===== config.mk =====
export PLATFORM = sky130hd
export DESIGN_NAME = fb_update_sequencer
export DESIGN_NICKNAME = d
export VERILOG_FILES = /design/src/rtl/fb_update_sequencer_pkg.sv /design/src/rtl/fb_update_sequencer_cmd_fifo.sv /design/src/rtl/fb_update_sequencer.sv
export SDC_FILE = /design/constraint.sdc
export NUM_CORES = 1
export LEC_CHECK = 0
export CORE_ASPECT_RATIO = 2
export CORE_MARGIN = 1
export CORE_UTILIZATION = 52
export DETAILED_ROUTE_END_ITERATION = 12
export PLACE_DENSITY_LB_ADDON = 0.12
export SETUP_SLACK_MARGIN = 0.5
export SLEW_MARGIN = 5
export SYNTH_ARGS = -nofsm -noshare
export SYNTH_HDL_FRONTEND = slang
export SYNTH_SLANG_ARGS = --single-unit

===== constraint.sdc =====
create_clock -name iCLK -period 5.2 [get_ports iCLK]
set_input_delay 1.04 -clock iCLK [delete_from_list [all_inputs] [get_ports iCLK]]
set_output_delay 1.04 -clock iCLK [all_outputs]
set_load 0.005 [all_outputs]

===== src/rtl/fb_update_sequencer_pkg.sv =====
// Shared definitions for the block framebuffer update sequencer: field widths,
// colour constants, command layout and FSM encoding.
package fb_update_sequencer_pkg;

   localparam int unsigned X_W     = 7;
   localparam int unsigned Y_W     = 6;
   localparam int unsigned COLOR_W = 12;
   localparam int unsigned CMD_W   = 2 * X_W + 2 * Y_W + COLOR_W;

   localparam logic [COLOR_W-1:0] BLACK  = 12'h000;
   localparam logic [COLOR_W-1:0] WHITE  = 12'hFFF;
   localparam logic [COLOR_W-1:0] RED    = 12'hF00;
   localparam logic [COLOR_W-1:0] GREEN  = 12'h0F0;
   localparam logic [COLOR_W-1:0] BLUE   = 12'h00F;
   localparam logic [COLOR_W-1:0] YELLOW = 12'hFF0;
   localparam logic [COLOR_W-1:0] CYAN   = 12'h0FF;
   localparam logic [COLOR_W-1:0] PURPLE = 12'hA0F;
   localparam logic [COLOR_W-1:0] ORANGE = 12'hF80;

   typedef struct packed {
      logic [X_W-1:0]     x;
      logic [Y_W-1:0]     y;
      logic [X_W-1:0]     w;
      logic [Y_W-1:0]     h;
      logic [COLOR_W-1:0] color;
   } cmd_t;

   typedef enum logic [1:0] {
      ST_IDLE,
      ST_LOAD,
      ST_WRITE,
      ST_GAP
   } state_t;

   // 8-bit arithmetic keeps origin+length from wrapping for 7-bit fields.
   function automatic logic [7:0] clip_len(input logic [7:0] org,
                                           input logic [7:0] len,
                                           input logic [7:0] lim);
      return (org + len > lim) ? lim - org : len;
   endfunction

endpackage


===== src/rtl/fb_update_sequencer_cmd_fifo.sv =====
// Show-ahead synchronous command queue with occupancy count and full/empty flags.
module fb_update_sequencer_cmd_fifo #(
   parameter int unsigned WIDTH = 38,
   parameter int unsigned DEPTH = 4
) (
   input  logic                         clk,
   input  logic                         rst,
   input  logic                         wr_en,
   input  logic [WIDTH-1:0]             wr_data,
   input  logic                         rd_en,
   output logic [WIDTH-1:0]             rd_data,
   output logic                         full,
   output logic                         empty,
   output logic [$clog2(DEPTH):0]       count
);

   localparam int unsigned AW = (DEPTH > 1) ? $clog2(DEPTH) : 1;

   logic [WIDTH-1:0]    mem [DEPTH];
   logic [AW-1:0]       wr_ptr;
   logic [AW-1:0]       rd_ptr;
   logic [$clog2(DEPTH):0] cnt;
   logic                do_wr;
   logic                do_rd;

   assign full    = (cnt == ($clog2(DEPTH) + 1)'(DEPTH));
   assign empty   = (cnt == '0);
   assign count   = cnt;
   assign do_wr   = wr_en && !full;
   assign do_rd   = rd_en && !empty;
   assign rd_data = mem[rd_ptr];

   always_ff @(posedge clk or posedge rst) begin
      if (rst) begin
         wr_ptr <= '0;
         rd_ptr <= '0;
         cnt    <= '0;
      end else begin
         if (do_wr) wr_ptr <= wr_ptr + 1'b1;
         if (do_rd) rd_ptr <= rd_ptr + 1'b1;
         case ({do_wr, do_rd})
            2'b10:   cnt <= cnt + 1'b1;
            2'b01:   cnt <= cnt - 1'b1;
            default: cnt <= cnt;
         endcase
      end
   end

   always_ff @(posedge clk) begin
      if (do_wr) mem[wr_ptr] <= wr_data;
   end

endmodule


===== src/rtl/fb_update_sequencer.sv =====
// Queues fill-rectangle commands and expands each into paced, raster-ordered
// block writes on the framebuffer update port.
module fb_update_sequencer
   import fb_update_sequencer_pkg::*;
#(
   parameter int unsigned GRID_W      = 20,
   parameter int unsigned GRID_H      = 15,
   parameter int unsigned FIFO_DEPTH  = 4,
   parameter int unsigned HOLD_CYCLES = 2,
   parameter int unsigned GAP_CYCLES  = 1
) (
   input  logic               iCLK,
   input  logic               iRST,
   input  logic               iCMD_VALID,
   output logic               oCMD_READY,
   input  logic [X_W-1:0]     iCMD_X,
   input  logic [Y_W-1:0]     iCMD_Y,
   input  logic [X_W-1:0]     iCMD_W,
   input  logic [Y_W-1:0]     iCMD_H,
   input  logic [COLOR_W-1:0] iCMD_COLOR,
   output logic               oUPDATE_EN,
   output logic [X_W-1:0]     oUPDATE_X,
   output logic [Y_W-1:0]     oUPDATE_Y,
   output logic [COLOR_W-1:0] oUPDATE_DATA,
   output logic               oBUSY
);

   localparam int unsigned CW    = $clog2(FIFO_DEPTH) + 1;
   localparam int unsigned CMAX  = (HOLD_CYCLES > GAP_CYCLES) ? HOLD_CYCLES : GAP_CYCLES;
   localparam int unsigned CNT_W = (CMAX > 1) ? $clog2(CMAX) : 1;

   state_t             state, state_nxt;
   cmd_t               cmd_in, head;
   logic               fifo_full, fifo_empty;
   logic [CW-1:0]      fifo_count, count_nxt;
   logic               push, pop, discard, hold_done, gap_done, last_blk;
   logic [7:0]         eff_w, eff_h;

   logic [CNT_W-1:0]   cnt_q, cnt_d;
   logic [X_W-1:0]     x_q, x_d, x0_q, x0_d, xl_q, xl_d;
   logic [Y_W-1:0]     y_q, y_d, yl_q, yl_d;
   logic [COLOR_W-1:0] data_q, data_d;
   logic               en_q, en_d, ready_q, busy_q;

   assign cmd_in    = {iCMD_X, iCMD_Y, iCMD_W, iCMD_H, iCMD_COLOR};
   assign push      = iCMD_VALID && ready_q && !fifo_full;
   assign pop       = (state == ST_LOAD);
   assign count_nxt = fifo_count + CW'(push) - CW'(pop);

   fb_update_sequencer_cmd_fifo #(
      .WIDTH (CMD_W),
      .DEPTH (FIFO_DEPTH)
   ) u_cmd_fifo (
      .clk     (iCLK),
      .rst     (iRST),
      .wr_en   (push),
      .wr_data (cmd_in),
      .rd_en   (pop),
      .rd_data (head),
      .full    (fifo_full),
      .empty   (fifo_empty),
      .count   (fifo_count)
   );

   assign discard   = ({1'b0, head.x} >= 8'(GRID_W)) || ({2'b0, head.y} >= 8'(GRID_H)) ||
                      (head.w == '0) || (head.h == '0);
   assign eff_w     = clip_len({1'b0, head.x}, {1'b0, head.w}, 8'(GRID_W));
   assign eff_h     = clip_len({2'b0, head.y}, {2'b0, head.h}, 8'(GRID_H));
   assign hold_done = (cnt_q == CNT_W'(HOLD_CYCLES - 1));
   assign gap_done  = (cnt_q == CNT_W'(GAP_CYCLES - 1));
   assign last_blk  = (x_q == xl_q) && (y_q == yl_q);

   always_ff @(posedge iCLK or posedge iRST) begin
      if (iRST) state <= ST_IDLE;
      else      state <= state_nxt;
   end

   always_comb begin
      state_nxt = state;
      case (state)
         ST_IDLE:  if (!fifo_empty) state_nxt = ST_LOAD;
         ST_LOAD: begin
            if (discard) state_nxt = (fifo_count > CW'(1)) ? ST_LOAD : ST_IDLE;
            else         state_nxt = ST_WRITE;
         end
         ST_WRITE: if (hold_done) state_nxt = ST_GAP;
         ST_GAP: begin
            if (gap_done) begin
               if (!last_blk)        state_nxt = ST_WRITE;
               else if (!fifo_empty) state_nxt = ST_LOAD;
               else                  state_nxt = ST_IDLE;
            end
         end
         default:  state_nxt = ST_IDLE;
      endcase
   end

   // Output registers are loaded from next values so every port is a flop.
   always_comb begin
      en_d   = 1'b0;
      x_d    = x_q;
      y_d    = y_q;
      data_d = data_q;
      x0_d   = x0_q;
      xl_d   = xl_q;
      yl_d   = yl_q;
      cnt_d  = '0;
      if ((state_nxt == state) && (state == ST_WRITE || state == ST_GAP))
         cnt_d = cnt_q + 1'b1;
      case (state)
         ST_LOAD: begin
            if (!discard) begin
               en_d   = 1'b1;
               x_d    = head.x;
               y_d    = head.y;
               data_d = head.color;
               x0_d   = head.x;
               xl_d   = X_W'({1'b0, head.x} + eff_w - 8'd1);
               yl_d   = Y_W'({2'b0, head.y} + eff_h - 8'd1);
            end
         end
         ST_WRITE: en_d = !hold_done;
         ST_GAP: begin
            if (gap_done && !last_blk) begin
               en_d = 1'b1;
               if (x_q == xl_q) begin
                  x_d = x0_q;
                  y_d = y_q + 1'b1;
               end else begin
                  x_d = x_q + 1'b1;
               end
            end
         end
         default: ;
      endcase
   end

   always_ff @(posedge iCLK or posedge iRST) begin
      if (iRST) begin
         cnt_q   <= '0;
         x_q     <= '0;
         y_q     <= '0;
         data_q  <= '0;
         x0_q    <= '0;
         xl_q    <= '0;
         yl_q    <= '0;
         en_q    <= 1'b0;
         ready_q <= 1'b0;
         busy_q  <= 1'b0;
      end else begin
         cnt_q   <= cnt_d;
         x_q     <= x_d;
         y_q     <= y_d;
         data_q  <= data_d;
         x0_q    <= x0_d;
         xl_q    <= xl_d;
         yl_q    <= yl_d;
         en_q    <= en_d;
         ready_q <= (count_nxt != CW'(FIFO_DEPTH));
         busy_q  <= (state_nxt != ST_IDLE) || (count_nxt != '0);
      end
   end

   assign oCMD_READY   = ready_q;
   assign oUPDATE_EN   = en_q;
   assign oUPDATE_X    = x_q;
   assign oUPDATE_Y    = y_q;
   assign oUPDATE_DATA = data_q;
   assign oBUSY        = busy_q;

endmodule


## Word level (Yosys, flattened, before mapping)

Memory sizes are Yosys's and may differ from the RTL's.
Cells that the tools add are included.

| storage, ports and cells | value |
|---|---|
| logic and storage cells | 104 |
| latch bits | 0 |
| output and inout port bits | 28 |
| register bits | 58 |
| memories kept | 1 |
| memory bits (read-only) | 0 |
| memory bits (writable) | 152 |

| cells by class | value |
|---|---|
| multiply operators | 0 |
| equality and inequality tests | 13 |
| div/mod/pow operators | 0 |
| muxes and demuxes | 25 |
| reductions and logical operators | 27 |
| $add $sub $neg | 17 |
| bitwise operators | 2 |
| $lt $le $gt $ge | 5 |
| shifts and indexed selects | 0 |

Memories:

| memory | words | bits a word | rd ports | clocked after memory_dff | wr ports | RTL line | RTL |
|---|---|---|---|---|---|---|---|
| u_cmd_fifo.mem | 4 | 38 | 1 | 0 | 1 | fb_update_sequencer_cmd_fifo.sv:19 | `logic [WIDTH-1:0] mem [DEPTH];` |

Operator list:

| kind | count |
|---|---|
| $mux W7 | 4 |
| $mux W6 | 4 |
| $pmux W7 S2 | 1 |
| $pmux W6 S2 | 1 |
| $mux W2 | 5 |
| $add A7 B7 Y8 | 1 |
| $gt A8 B5 Y1 const B | 1 |
| $pmux W2 S4 | 1 |
| $add A6 B6 Y7 | 1 |
| $add A7 B1 Y7 const B | 1 |
| $add A7 B7 Y7 | 1 |
| $eq A7 B7 Y1 | 1 |
| $ge A7 B5 Y1 const B | 1 |
| $gt A7 B4 Y1 const B | 1 |
| $logic_and A1 B1 Y1 | 7 |
| $logic_not A7 Y1 | 1 |
| $mux W1 | 7 |
| $sub A5 B7 Y7 const A | 1 |
| $sub A7 B1 Y7 const B | 1 |
| $add A6 B1 Y6 const B | 1 |
| $add A6 B6 Y6 | 1 |
| $eq A2 B2 Y1 const B | 3 |
| $eq A6 B6 Y1 | 1 |
| $ge A6 B4 Y1 const B | 1 |
| 28 further kinds | 41 |

## Longest topological paths before layout

Gate-level depths: netlist (run 1).
An unclocked memory read counts as a cell.

| depth | value |
|---|---|
| depth after elaboration | 10 |
| gate-level depth with buffers | 25 |

## Hierarchy

A second synthesis (run 1) with hierarchy kept.

| unflattened totals | value |
|---|---|
| cells, all modules | 685 |
| area, all modules | 9,749.4 um2 |

Modules (own cells, without submodules):

| module | area each (um2) | cells an instance | seq. area each (um2) | times used |
|---|---|---|---|---|
| fb_update_sequencer_cmd_fifo | 5,963.2 | 237 | 4,739.5 | 1 |
| fb_update_sequencer | 3,786.1 | 448 | 1,276.2 | 1 |

## Worst setup path after synthesis (run 1)

Ideal clock, no wire load.

| path | value |
|---|---|
| kind | register to register |
| start | reg u_cmd_fifo.rd_ptr[0] |
| end | reg xl_q[6] |
| arrival time | 4.636 ns |
| library setup time | 0.135 ns |
| buffers on the path | 4 |
| required time | 5.065 ns |
| clock period less this slack | 4.770 ns |
| path slack | 0.430 ns |
| stages on the path, launching flop included | 20 |
| cell sequence | dfrtp_1 > buf_2 > buf_2 > buf_4 > mux4_2 > ha_1 > or4_1 > a221oi_1 > clkbuf_1 > a21oi_1 > ha_1 > inv_1 > ha_1 > a21oi_1 > o21ai_0 > o21a_1 > nor2_1 > xnor2_1 > xnor2_1 > o21ai_0 |

RTL lines:

| item | RTL line | RTL |
|---|---|---|
| from (decl) | fb_update_sequencer_cmd_fifo.sv:21 | `logic [AW-1:0] rd_ptr;` |
| from (signal assigned) | fb_update_sequencer_cmd_fifo.sv:40 | `if (do_rd) rd_ptr <= rd_ptr + 1'b1;` |
| to (signal assigned) | fb_update_sequencer.sv:156 | `xl_q <= xl_d;` |
| to (decl) | fb_update_sequencer.sv:40 | `logic [X_W-1:0] x_q, x_d, x0_q, x0_d, xl_q, xl_d;` |

==> metrics.md, run 1 <==
| Metric | Value |
|---|---|
| Run status | `finished clean` |
| DP Cell Count | `930` |
| Vias per cell | `5.753` |
| M3 GR Usage | `2.553%` |
| Logic pwr share | `52.5%` |
| Gr busiest metal | `met2` |
| Internal power | `0.005114 W` |
| Synth top area share | `47.24%` |
| Share of cells above drive strength 1 | `14.96%` |
| RSZ-0062 raised after global routing | `true` |
| Syn Area/Cell | `14.80 um^2` |
| Worst-Margin Slew | `905.1 ps` |
| Async S/R FF share, synth | `27.62%` |
| FP Rows | `70` |
| Top-count cell post-synth | `edfxtp_1` |
| Final Util | `62.54%` |
| Most used cell, CP | `xnor2_1` |
| Hold path startpoint | `x0_q[2]` |
| Number of synthesized flops with an enable pin | `152` |
| Num CTS Buffers | `20` |
| Number of global-route vias before repair | `6038` |
| Syn. warnings | `0` |
| Total GRT Usage | `21.26%` |
| Fin crit period | `4456 ps` |
| GPL Wtd Cong | `0.8220` |
| Fill cells | `1395` |
| Critical Path Source | `u_cmd_fifo.rd_ptr[0]` |
| Clock network power share | `16.7%` |
| Final Non-Filler Cells | `979` |
| Synth area leader | `edfxtp_1` |
| Fmax | `224.4 MHz` |
| First-pass GRT wire length | `31170 um` |
| Area growth syn-to-layout | `17.92%` |
| Synth cell count leaders | `152 x edfxtp_1, 58 x dfrtp_1, 50 x ha_1, 48 x inv_1, 45 x nand2_1` |
| CP Cell Sequence | `buf_12, mux4_2, inv_1, fa_1, nor2b_2, o22ai_1, xnor2_1, a221oi_2, buf_4, buf_2, nor2_1, a21oi_1, ha_1, inv_1, ha_1, nand2_1, o21ai_1, o21a_1, nor2_1, xnor2_1, xnor2_1, o21ai_0` |
| Largest cells by area after synthesis | `edfxtp_1 47%, dfrtp_1 15%, mux4_2 8.6%` |
| Pins Over Slew Limit | `0` |
| Synthesis-stage register bit count | `210` |
| Period utilisation layout | `85.69%` |
| Largest net degree at the start of global routing | `43` |
| Core Footprint | `18220 um^2` |
| CTS sink cnt | `210` |
| Static leakage | `4.349 nW` |
| CTS clk-pin slew, worst paths | `70 ps` |
| Crit Path Max Fanout | `12` |
| Initial DRC Count | `212` |
| Setup ws final | `744.2 ps` |
| Die height | `194.8 um` |
| WL/cell | `19.91 um` |
| CTS max path bufs | `3` |
| Die Width | `98.39 um` |
| Synthesized net count | `749` |
| Dpl hpwl | `13670 um` |
| Clk_lat worst skew | `500 ps` |
| Startpoint Class | `flop` |
| # IOs | `69` |
| Mapped Cells | `653` |
| RR Startpoint | `u_cmd_fifo.rd_ptr[0]` |
| Pre-Repair DR Iteration Count | `7` |
| Pre-CTS setup slack | `299.1 ps` |
| Net switching fraction of the power | `38.06%` |
| Cell Area, Synth | `9662 um^2` |
| Root Driver | `clkbuf_16` |
| DRT Wirelength | `19490 um` |
| WP buf/inv | `5` |
| H-tree depth | `1` |
| Final clock skew | `12.69 ps` |
| CP max-delay cell | `dfrtp_4` |
| Final setup fails | `0` |
| Crit. End Element | `flop` |
| VDD IR max | `0.3564 mV` |
| Sw Pwr | `0.003143 W` |
| DRC | `0` |
| Pwr Density | `724.8 nW/um^2` |
| Total gr overflow | `0` |
| Met1 Use GR | `22.73%` |
| MaxCap Viol Count | `0` |
| HP Class | `flop to flop` |
| Final Hold Fails | `0` |
| Critical path type | `flop to flop` |
| Relative slew slack | `39.66%` |
| Register area share after synthesis | `62.26%` |
| Final TNS setup | `0 ps` |
| Synth unique cells | `54` |
| Nets@finish | `844` |
| CTS tree | `yes` |
| Crit path max-delay family | `adder cells` |
| Required @ worst endpoint | `5570 ps` |
| Vias | `5632` |
| Tot Pwr | `0.008258 W` |
| Flop pwr share | `30.8%` |
| Ys flop type | `edfxtp_1` |
| CP arrival | `4830 ps` |
| Antenna viol nets, final | `0` |
| Met2 usage | `40.32%` |
| Initial Utilization | `53.04%` |
| PortBufs | `68` |
| Initial antenna violation count | `1` |
| Critical Path Max Stage Delay | `520 ps` |
| Die area | `19160 um^2` |
## sequential cells by signal, summed over array words and instances (netlist names)
register / count
oUPDATE_X: 7
xl_q: 7
oBUSY: 1
oUPDATE_Y: 6
state: 2
u_cmd_fifo.count: 3
oCMD_READY: 1
x0_q: 7
oUPDATE_DATA: 12
cnt_q: 1
oUPDATE_EN: 1
u_cmd_fifo.wr_ptr: 2
yl_q: 6
u_cmd_fifo.rd_ptr: 2
u_cmd_fifo.mem: 152
## cell families (layout without fill, tap and decap cells)
logic type / after synthesis / in the layout / share of synthesized area (%)
other: 0 / 1 / 0
AO/OA/AOI/OAI: 84 / 84 / 5.206
multiplexers: 66 / 66 / 11.90
flip-flops: 210 / 210 / 62.26
AND/OR/NAND/NOR: 128 / 129 / 6.527
adder cells (fa/ha/maj): 55 / 55 / 7.511
XOR/XNOR: 41 / 41 / 3.717
buffers and inverters: 69 / 177 / 2.875
## final timing paths
kind | slack (ps) | endpoint | cells after the start
max | 740 | xl_q[6] | 22
min | 480 | x0_q[2] | 2
max reg2reg | 740 | xl_q[6] | 22
min reg2reg | 480 | x0_q[2] | 2
max in group asynchronous | 3360 | u_cmd_fifo.rd_ptr[1] | 3
min in group asynchronous | 860 | u_cmd_fifo.count[0] | 2
## area by class of cell
class / count / area, um^2 / area share, %
diodes: 1 / 2.502 / 0.02196
inverters: 48 / 180.2 / 1.581
well taps: 216 / 270.3 / 2.372
clock buffers: 23 / 543.0 / 4.766
flip-flops and latches: 210 / 6023 / 52.87
repair buffers: 93 / 894.6 / 7.852
multi-input cells: 375 / 3403 / 29.87
clock inverters: 13 / 76.32 / 0.6699
## worst min-delay path: stages (launching register included)
cell and delay, ps:
dfrtp_1 330, nand2_1 40, o21ai_1 60
## per-stage QoR
stage / hold slack, ps / cell area (um^2)
after CTS: 487.1 / 11310
after detailed placement: 472.3 / 10650
final: 478.7 / 11390
after floorplan: 450.6 / 9668
after global placement: 464.0 / 10650
after global routing: 504.9 / 11390
## routing by layer
layer / wire length [um] / up-vias
li1: - / 2613
met1: 7078 / 2832
met2: 11010 / 142
met3: 639 / 45
met4: 761 / 0
met5: 0 / -
## power groups by stage
stage	registers (W)	logic [W]	clock network (W)
floorplan	0.00246	0.00316	0
global placement	0.00258	0.00403	0
detailed placement	0.00261	0.00414	0
CTS	0.00255	0.00425	0.00142
global route	0.00259	0.00489	0.00147
finish	0.00254	0.00434	0.00138
## timing repair
action | CTS | global route
endpoints found under the setup margin | 2 | 2
hold buffers | 0 | 0
gates cloned | 0 | 2
gates resized for setup | 2 | 11
setup buffers | 4 | 6
pin swaps | 0 | 1
## cells in the final DEF, fill, tap and decap left out, types with 5 or more instances in the layout
cell and n:
dfrtp_1 56, nand2b_1 5, ha_1 50, mux2_2 5
o21ai_0 20, inv_1 47, edfxtp_1 152, nand3_1 10
nor3_1 8, nand2_1 45, and2_1 5, nor2_1 22
buf_4 21, mux2_1 16, a21oi_1 16, xnor2_1 34
mux2i_1 8, clkdlybuf4s50_1 68, xor2_1 7, clkbuf_16 21
mux4_2 37, o21ai_1 17, fa_1 5
Power figures use the tool's default switching activity.
==> run 2: changes to the inputs <==
- CAP_MARGIN: default -> 5
==> results of run 2 <==
Final layout, timing and power as in run 1 (identical DEF).
